===== config.mk =====
export PLATFORM = sky130hd
export DESIGN_NAME = imm_gen_pipe
export DESIGN_NICKNAME = d
export VERILOG_FILES = /design/src/rtl/imm_gen_pipe.sv
export SDC_FILE = /design/constraint.sdc
export NUM_CORES = 1
export LEC_CHECK = 0
export BUFFER_PORTS_ARGS = -buffer_cell sky130_fd_sc_hd__buf_4
export CAP_MARGIN = 15
export CORE_AREA = 2 2 173 175
export DETAILED_ROUTE_END_ITERATION = 10
export DIE_AREA = 0 0 175 177
export PLACE_DENSITY = 0.59
export SYNTH_ARGS = -nofsm -noshare
export SYNTH_HDL_FRONTEND = slang
export SYNTH_SLANG_ARGS = --single-unit

===== constraint.sdc =====
create_clock -name clk -period 15.11 [get_ports clk]
set_clock_uncertainty 0.1 [all_clocks]
set_input_delay 2.2665 -clock clk [delete_from_list [all_inputs] [get_ports clk]]
set_output_delay 2.2665 -clock clk [all_outputs]
set_load 0.05 [all_outputs]

===== src/rtl/imm_gen_pipe.sv =====
// RV32 immediate generator: decodes the opcode, builds the XLEN-wide immediate
// and branch target, and queues the results in a two-entry output skid buffer.
module imm_gen_pipe #(
  parameter int XLEN  = 32,
  parameter int DEPTH = 2
) (
  input  logic            clk,
  input  logic            rst,
  input  logic            flush,
  input  logic            in_valid,
  output logic            in_ready,
  input  logic [31:0]     in_instr,
  input  logic [XLEN-1:0] in_pc,
  output logic            out_valid,
  input  logic            out_ready,
  output logic [XLEN-1:0] out_imm,
  output logic [5:0]      out_type,
  output logic [XLEN-1:0] out_target,
  output logic [XLEN-1:0] out_pc,
  output logic            out_illegal,
  output logic [1:0]      count
);

  localparam logic [5:0] T_J = 6'b000001;
  localparam logic [5:0] T_U = 6'b000010;
  localparam logic [5:0] T_B = 6'b000100;
  localparam logic [5:0] T_S = 6'b001000;
  localparam logic [5:0] T_I = 6'b010000;
  localparam logic [5:0] T_Z = 6'b100000;

  typedef struct packed {
    logic [XLEN-1:0] imm;
    logic [5:0]      typ;
    logic [XLEN-1:0] pc;
    logic [XLEN-1:0] target;
    logic            illegal;
  } entry_t;

  logic [6:0]  opcode;
  logic [2:0]  funct3;
  logic [31:0] imm32;
  logic [5:0]  d_type;
  logic        d_illegal;
  entry_t      d_entry;

  entry_t mem [DEPTH];
  logic   wr_ptr;
  logic   rd_ptr;
  logic   push;
  logic   pop;
  entry_t head;

  assign opcode = in_instr[6:0];
  assign funct3 = in_instr[14:12];

  // NOTE: every always_comb output gets a default first so no path infers a latch.
  always_comb begin
    imm32     = 32'h0;
    d_type    = 6'b0;
    d_illegal = 1'b0;
    case (opcode)
      7'b0110111, 7'b0010111: begin
        d_type = T_U;
        imm32  = {in_instr[31:12], 12'h000};
      end
      7'b1101111: begin
        d_type = T_J;
        imm32  = {{11{in_instr[31]}}, in_instr[31], in_instr[19:12], in_instr[20],
                  in_instr[30:21], 1'b0};
      end
      7'b1100011: begin
        d_type = T_B;
        imm32  = {{19{in_instr[31]}}, in_instr[31], in_instr[7], in_instr[30:25],
                  in_instr[11:8], 1'b0};
      end
      7'b0100011: begin
        d_type = T_S;
        imm32  = {{20{in_instr[31]}}, in_instr[31:25], in_instr[11:7]};
      end
      7'b1100111, 7'b0000011, 7'b0010011: begin
        d_type = T_I;
        imm32  = {{20{in_instr[31]}}, in_instr[31:20]};
      end
      7'b0110011: ;
      7'b1110011: begin
        // CSR immediate forms carry a 5-bit unsigned uimm in the rs1 field
        if (funct3[2] && (funct3 != 3'b000)) begin
          d_type = T_Z;
          imm32  = {27'b0, in_instr[19:15]};
        end else begin
          d_type = T_I;
          imm32  = {{20{in_instr[31]}}, in_instr[31:20]};
        end
      end
      default: d_illegal = 1'b1;
    endcase
  end

  // Z immediates have bit 31 clear, so one sign-extension serves every format
  always_comb begin
    d_entry         = '0;
    d_entry.imm     = XLEN'($signed(imm32));
    d_entry.typ     = d_type;
    d_entry.pc      = in_pc;
    d_entry.target  = in_pc + XLEN'($signed(imm32));
    d_entry.illegal = d_illegal;
  end

  assign in_ready  = (count < 2'(DEPTH)) && !rst;
  assign out_valid = (count != 2'd0);
  assign push      = in_valid && in_ready;
  assign pop       = out_valid && out_ready;

  // NOTE: sequential state uses non-blocking assignments so every flop samples pre-edge values.
  // NOTE: the buffer entries are reset too, so no stale partial entry survives a reset.
  always_ff @(posedge clk or posedge rst) begin
    if (rst) begin
      count  <= 2'd0;
      wr_ptr <= 1'b0;
      rd_ptr <= 1'b0;
      for (int i = 0; i < DEPTH; i++) mem[i] <= '0;
    end else if (flush) begin
      count  <= 2'd0;
      wr_ptr <= 1'b0;
      rd_ptr <= 1'b0;
    end else begin
      if (push) begin
        mem[wr_ptr] <= d_entry;
        wr_ptr      <= ~wr_ptr;
      end
      if (pop) rd_ptr <= ~rd_ptr;
      case ({push, pop})
        2'b10:   count <= count + 2'd1;
        2'b01:   count <= count - 2'd1;
        default: ;
      endcase
    end
  end

  // Data outputs read as zero whenever no entry is presented
  always_comb begin
    head = '0;
    if (out_valid) head = mem[rd_ptr];
  end

  assign out_imm     = head.imm;
  assign out_type    = head.typ;
  assign out_pc      = head.pc;
  assign out_target  = head.target;
  assign out_illegal = head.illegal;

endmodule


==> impl_metrics.json, run 1 <==
{
  "cts_num_sinks": 210,
  "path_class": "in2reg",
  "synth_top_area_share_pct": 45.5,
  "wire_per_inst_um": 17.9,
  "path_cells": "buf_4 > nand3b_1 > nor4b_1 > and2_1 > a22o_1 > a21oi_1 > inv_1 > ha_1 > fa_1 > a21o_4 > a221oi_4 > o41a_1 > o21ai_1 > a31oi_1 > xnor2_1 > mux2_2",
  "cpLargestDelayFamily": "simple AND/OR/NAND/NOR gates",
  "yosysMostFrequentCell": "nand2_1",
  "max_freq_mhz": 170,
  "initial_core_util_pct": 39.5,
  "hold_class": "reg2reg",
  "grt_pass1_wl_mm": 53.0,
  "synth-edff-count": 0,
  "h-tree-depth": 1,
  "seq_area_frac_synth_pct": 45.5,
  "portBuffers": 175,
  "vias": 9836,
  "clk_path_buf_depth": 3,
  "grt_overflow_total": 0,
  "arrival_ns": 6.18,
  "grtUsageTotal_pct": 21.6,
  "drive_gt1_share_pct": 18.0,
  "crit_required_ns": 15.40,
  "clk_pin_slew_worst_paths_ns": 0.06,
  "drc_errors": 0,
  "clk_latency_ns": 0.51,
  "synth_cell_types": 68,
  "rsz0062_at_grt": "no",
  "setup_ws_ns": 9.22,
  "via_per_inst": 5.21,
  "layout_worst_path_cycle_share_pct": 39.0,
  "place_hpwl_mm": 23.5,
  "tightest_slew_ns": 1.02,
  "max_slew_margin_pct": 32.2,
  "synthTopCellsByCount": "nand2_1, dfrtp_1, nor2_1, mux2i_1, o21ai_0",
  "synth_top_area_cell": "dfrtp_1",
  "hold_buffers": 0,
  "dr.pass1.iters": 5,
  "cap_violations": 0,
  "seqCellArea_um2": 5260,
  "slew_violations": 0,
  "critPathSlowestCell": "nor4b_1",
  "worst-path-max-fanout": 6,
  "layout.nets": 1586,
  "final-setup-viol-count": 0,
  "powerDensity_nw_per_um2": 116,
  "cts_tree": "built",
  "dp_slack_ns": 8.69,
  "synth.avg_cell_area_um2": 8.54,
  "first_global_vias": 9429,
  "tritoncts.num_buffers": 24,
  "tns_ns": 0,
  "drtIter0Drc": 827,
  "cp-end-kind": "register",
  "synth_seq_cells": 210,
  "path_buf_inv": 2,
  "multi_input_area_um2": 5850,
  "io_pins": 176,
  "hold_viol": 0,
  "syn2layout_area_growth_pct": 20.5,
  "core_um2": 29200,
  "rows": 63,
  "synth.area.top_cells": "dfrtp_1, nand2_1, mux2i_1",
  "ys.flop_type": "dfrtp_1",
  "syn_nets": 1455,
  "period_minus_slack_ns": 5.89,
  "synthCells": 1354,
  "critPathMaxStageDelay_ns": 0.88,
  "drt_wl_total_mm": 33.8,
  "antenna_found_initial": 0,
  "fill_cells": 2871,
  "startpoint_type": "primary input",
  "ant_nets": 0,
  "ctsResizeCount": 0,
  "syn-cell-area_um2": 11600,
  "place_congestion": 0.956,
  "hold_slack_ns": 0.369,
  "n_antenna_cell": 0,
  "die_h_um": 177,
  "total_leakage_power_nw": 6.83,
  "status": "finished clean",
  "irDropWorstVdd_v": 0.0000884,
  "async_flop_share_pct": 100,
  "grt_max_degree": 84,
  "die_w_um": 175,
  "yosys_warnings": 0,
  "cts_root_buf": "clkbuf_16",
  "die_area_um2": 31000,
  "post_cts_buffers": 0
}
[per-stage QoR]
stage	instance area, µm²	power (mW)	cells	util [%]
2_1_floorplan	11600	0.947	1354	-
3_3_place_gp	13100	1.05	1848	44.9
3_5_place_dp	13100	1.06	1848	44.9
4_1_cts	13900	1.63	1887	47.6
5_1_grt	13900	1.70	1888	47.6
6_report	13900	1.62	1888	47.6
[registers in the layout, indices dropped and copies added (netlist names)]
name	cells
wr_ptr	1
mem	206
count	2
rd_ptr	1
[layout by cell type (no fill, tap or decap), types with 4 or more instances in the layout]
| master | instances |
|---|---|
| nand3_1 | 8 |
| a21o_1 | 10 |
| nand2b_1 | 4 |
| o21a_1 | 5 |
| mux2i_1 | 104 |
| nand4_1 | 7 |
| o211ai_1 | 4 |
| ha_1 | 31 |
| dfrtp_1 | 209 |
| clkbuf_16 | 25 |
| o21bai_1 | 4 |
| xor2_1 | 9 |
| nand2_1 | 407 |
| a31oi_1 | 7 |
| inv_1 | 40 |
| xnor2_1 | 23 |
| o21ai_0 | 101 |
| nor2_1 | 126 |
| buf_4 | 184 |
| a21oi_1 | 71 |
| a22o_1 | 5 |
| and3_1 | 5 |
| mux2_2 | 25 |
| and2_1 | 4 |
| clkbuf_8 | 7 |
[worst register-to-register path, cell delays in order (launching register included)]
cell and delay, ns:
dfrtp_1 0.45, nor2_1 0.24, nand2_1 0.23, nor2_1 0.26
and2_2 0.18, buf_4 0.67, mux2_2 0.47
[where the power goes]
| group | internal (mW) | switching (mW) | total, mW |
|---|---|---|---|
| logic | 0.124 | 0.203 | 0.328 |
| registers | 0.661 | 0.0544 | 0.715 |
| clock network | 0.349 | 0.225 | 0.574 |
| total | 1.13 | 0.482 | 1.62 |
[final timing paths]
check,end,start,cells after the start,slack [ns]
max,mem[29],in_instr[3],16,9.22
min,mem[144],mem[144],2,0.37
max reg2reg,mem[15],count[1],6,12.38
min reg2reg,mem[144],mem[144],2,0.37
max in group asynchronous,mem[51],rst,3,11.90
min in group asynchronous,mem[181],rst,2,1.70
[layout make-up]
| type | instances | share of cell area (%) |
|---|---|---|
| Clock inverter | 4 | 0.341 |
| Inverter | 41 | 1.16 |
| Timing Repair Buffer | 185 | 9.96 |
| Clock buffer | 35 | 5.27 |
| Multi-Input combinational cell | 1023 | 42.0 |
| Tap cell | 390 | 3.50 |
| Sequential cell | 210 | 37.8 |
[per-layer routing]
metal,global-route usage [%],vias up,part of all wire [%]
met4,7.05,0,3.2
met3,2.53,61,4.3
met2,35.1,287,48
met5,0,-,0
li1,-,4766,-
met1,30.1,4722,45
[cell families (layout without fill, tap and decap cells)]
family | after synthesis | count (layout) | synth area share (%)
simple gates | 585 | 585 | 20.3
compound gates | 244 | 244 | 12.6
flops | 210 | 210 | 45.5
mux | 130 | 130 | 11.6
buf+inv | 121 | 265 | 4.16
fa+ha+maj | 32 | 32 | 3.53
xor+xnor | 32 | 32 | 2.43
Power figures use the tool's default switching activity.
==> run 2: changes to the inputs <==
PLACE_DENSITY = 0.61   (was 0.59)
clock period = 5.15 ns   (was 15.11 ns; I/O delays follow)
==> run 2 against run 1 <==
  * Cell area is 1.2% higher
  * Clock-buffer cell count is 3 lower
  * Critical endpoint is now mem[19]
  * Sequential share of layout area down 0.45 points
  * Flip-flop and latch count unchanged
==> impl_metrics.json, run 2 (same netlist as run 1, synthesis figures left out) <==
{
  "status": "finished clean",
  "dr.pass1.iters": 5,
  "tns_ns": 0,
  "powerDensity_nw_per_um2": 348,
  "hold_class": "in2async",
  "critPathMaxStageDelay_ns": 0.42,
  "initial_core_util_pct": 39.5,
  "clk_path_buf_depth": 3,
  "grt_pass1_wl_mm": 51.4,
  "drc_errors": 0,
  "drive_gt1_share_pct": 18.6,
  "worst-path-max-fanout": 6,
  "max_slew_margin_pct": 34.7,
  "cts_num_sinks": 210,
  "antenna_found_initial": 1,
  "path_class": "in2reg",
  "irDropWorstVdd_v": 0.000241,
  "place_congestion": 0.914,
  "startpoint_type": "primary input",
  "first_global_vias": 9337,
  "die_w_um": 175,
  "max_freq_mhz": 238,
  "total_leakage_power_nw": 6.90,
  "h-tree-depth": 1,
  "clk_pin_slew_worst_paths_ns": 0.06,
  "largest_reg_flops": 206,
  "largest-register": "mem",
  "place_hpwl_mm": 23.5,
  "critPathSlowestCell": "a221oi_4",
  "rsz0062_at_grt": "no",
  "tritoncts.num_buffers": 25,
  "cpLargestDelayFamily": "compound AO/OA/AOI/OAI gates",
  "die_h_um": 177,
  "via_per_inst": 5.14,
  "final_cells": 1900,
  "io_pins": 176,
  "grt_max_degree": 122,
  "dp.cells": 1854,
  "vias": 9761,
  "grt_overflow_total": 0,
  "layout.nets": 1592,
  "syn2layout_area_growth_pct": 21.9,
  "drtIter0Drc": 642,
  "wire_per_inst_um": 17.3,
  "reg2reg_to": "mem[88]",
  "tightest_slew_ns": 0.979,
  "drt_wl_total_mm": 33.0,
  "grtUsageTotal_pct": 20.9,
  "path_buf_inv": 3,
  "largestRegisters": "mem: 206 flops, count: 2 flops",
  "portBuffers": 175,
  "final-setup-viol-count": 0,
  "cts_root_buf": "clkbuf_16",
  "ctsResizeCount": 0,
  "die_area_um2": 31000,
  "post_cts_buffers": 0,
  "layout_common_cells": "nand2_1, dfrtp_1, buf_4",
  "hold_buffers": 0,
  "crit_required_ns": 5.45,
  "core_um2": 29200,
  "reg2reg_depth": 6,
  "total_power_mw": 4.91,
  "path_cells": "buf_4 > nand3b_1 > nor4b_1 > buf_4 > and2_1 > a22o_1 > a21oi_1 > inv_1 > ha_1 > fa_1 > a21o_4 > a221oi_4 > o21bai_2 > o31a_1 > a221oi_2 > xnor2_1 > mux2_2",
  "cap_violations": 0,
  "reg2reg_from": "count[1]",
  "ant_nets": 0,
  "layout_worst_path_cycle_share_pct": 81.5,
  "slew_violations": 0,
  "cp-end-kind": "register",
  "hold_viol": 0,
  "clk_latency_ns": 0.51,
  "period_minus_slack_ns": 4.20,
  "layout_commonest_cell": "nand2_1",
  "crit_path_frequent_cell": "buf_4",
  "rows": 63,
  "arrival_ns": 4.50,
  "r2r_setup_slack_ns": 2.45,
  "cts_tree": "built"
}
-- run 2: worst max-delay path by stage --
| stage | start | end | slack [ns] | cells after the start |
|---|---|---|---|---|
| floorplan | in_instr[6] | mem[19] | 0.94 | 14 |
| global placement | in_instr[3] | mem[19] | 0.50 | 17 |
| detailed placement | in_instr[3] | mem[19] | 0.42 | 17 |
| CTS | in_instr[3] | mem[19] | 0.96 | 17 |
| global route | in_instr[3] | mem[31] | 0.76 | 17 |
| finish | in_instr[3] | mem[19] | 0.95 | 17 |
-- run 2: through the flow --
step	cell area (µm²)	hold slack [ns]	setup WS (ns)	utilization, %
after floorplan	11600	0.338	0.940	-
after global placement	13200	0.356	0.500	45.2
after detailed placement	13200	0.361	0.418	45.2
after CTS	14100	0.314	0.965	48.2
after global routing	14100	0.348	0.755	48.2
final	14100	0.306	0.950	48.2
-- run 2: worst reg2reg max path, stage by stage (launching register included) --
cell and delay [ns]:
dfrtp_1 0.47, nor2_1 0.13, nand2_1 0.24, nor2_1 0.12
nand2_4 0.44, buf_4 0.75, o21ai_0 0.29
-- run 2: report_power, final --
group / switching [mW] / internal (mW) / total, mW
registers: 0.156 / 1.94 / 2.09
clock network: 0.697 / 1.15 / 1.85
logic: 0.600 / 0.369 / 0.969
-- run 2: cell type report --
type,count,area (µm²)
fill,2855,15200
multi-input combinational,1023,5850
sequential,210,5260
timing repair buffer,190,1460
clock buffer,32,692
tap,390,488
clock inverter,13,179
inverter,41,158
antenna,1,2.50
-- run 2: layer usage --
layer / GRT usage (%) / vias up / share of wire, % / routed length (µm)
met3: 3.11 / 52 / 4.8 / 1570
met5: 0 / - / 0 / 0
met4: 6.15 / 0 / 2.8 / 936
met2: 34.5 / 270 / 47 / 15600
li1: - / 4774 / - / -
met1: 28.6 / 4665 / 45 / 14800
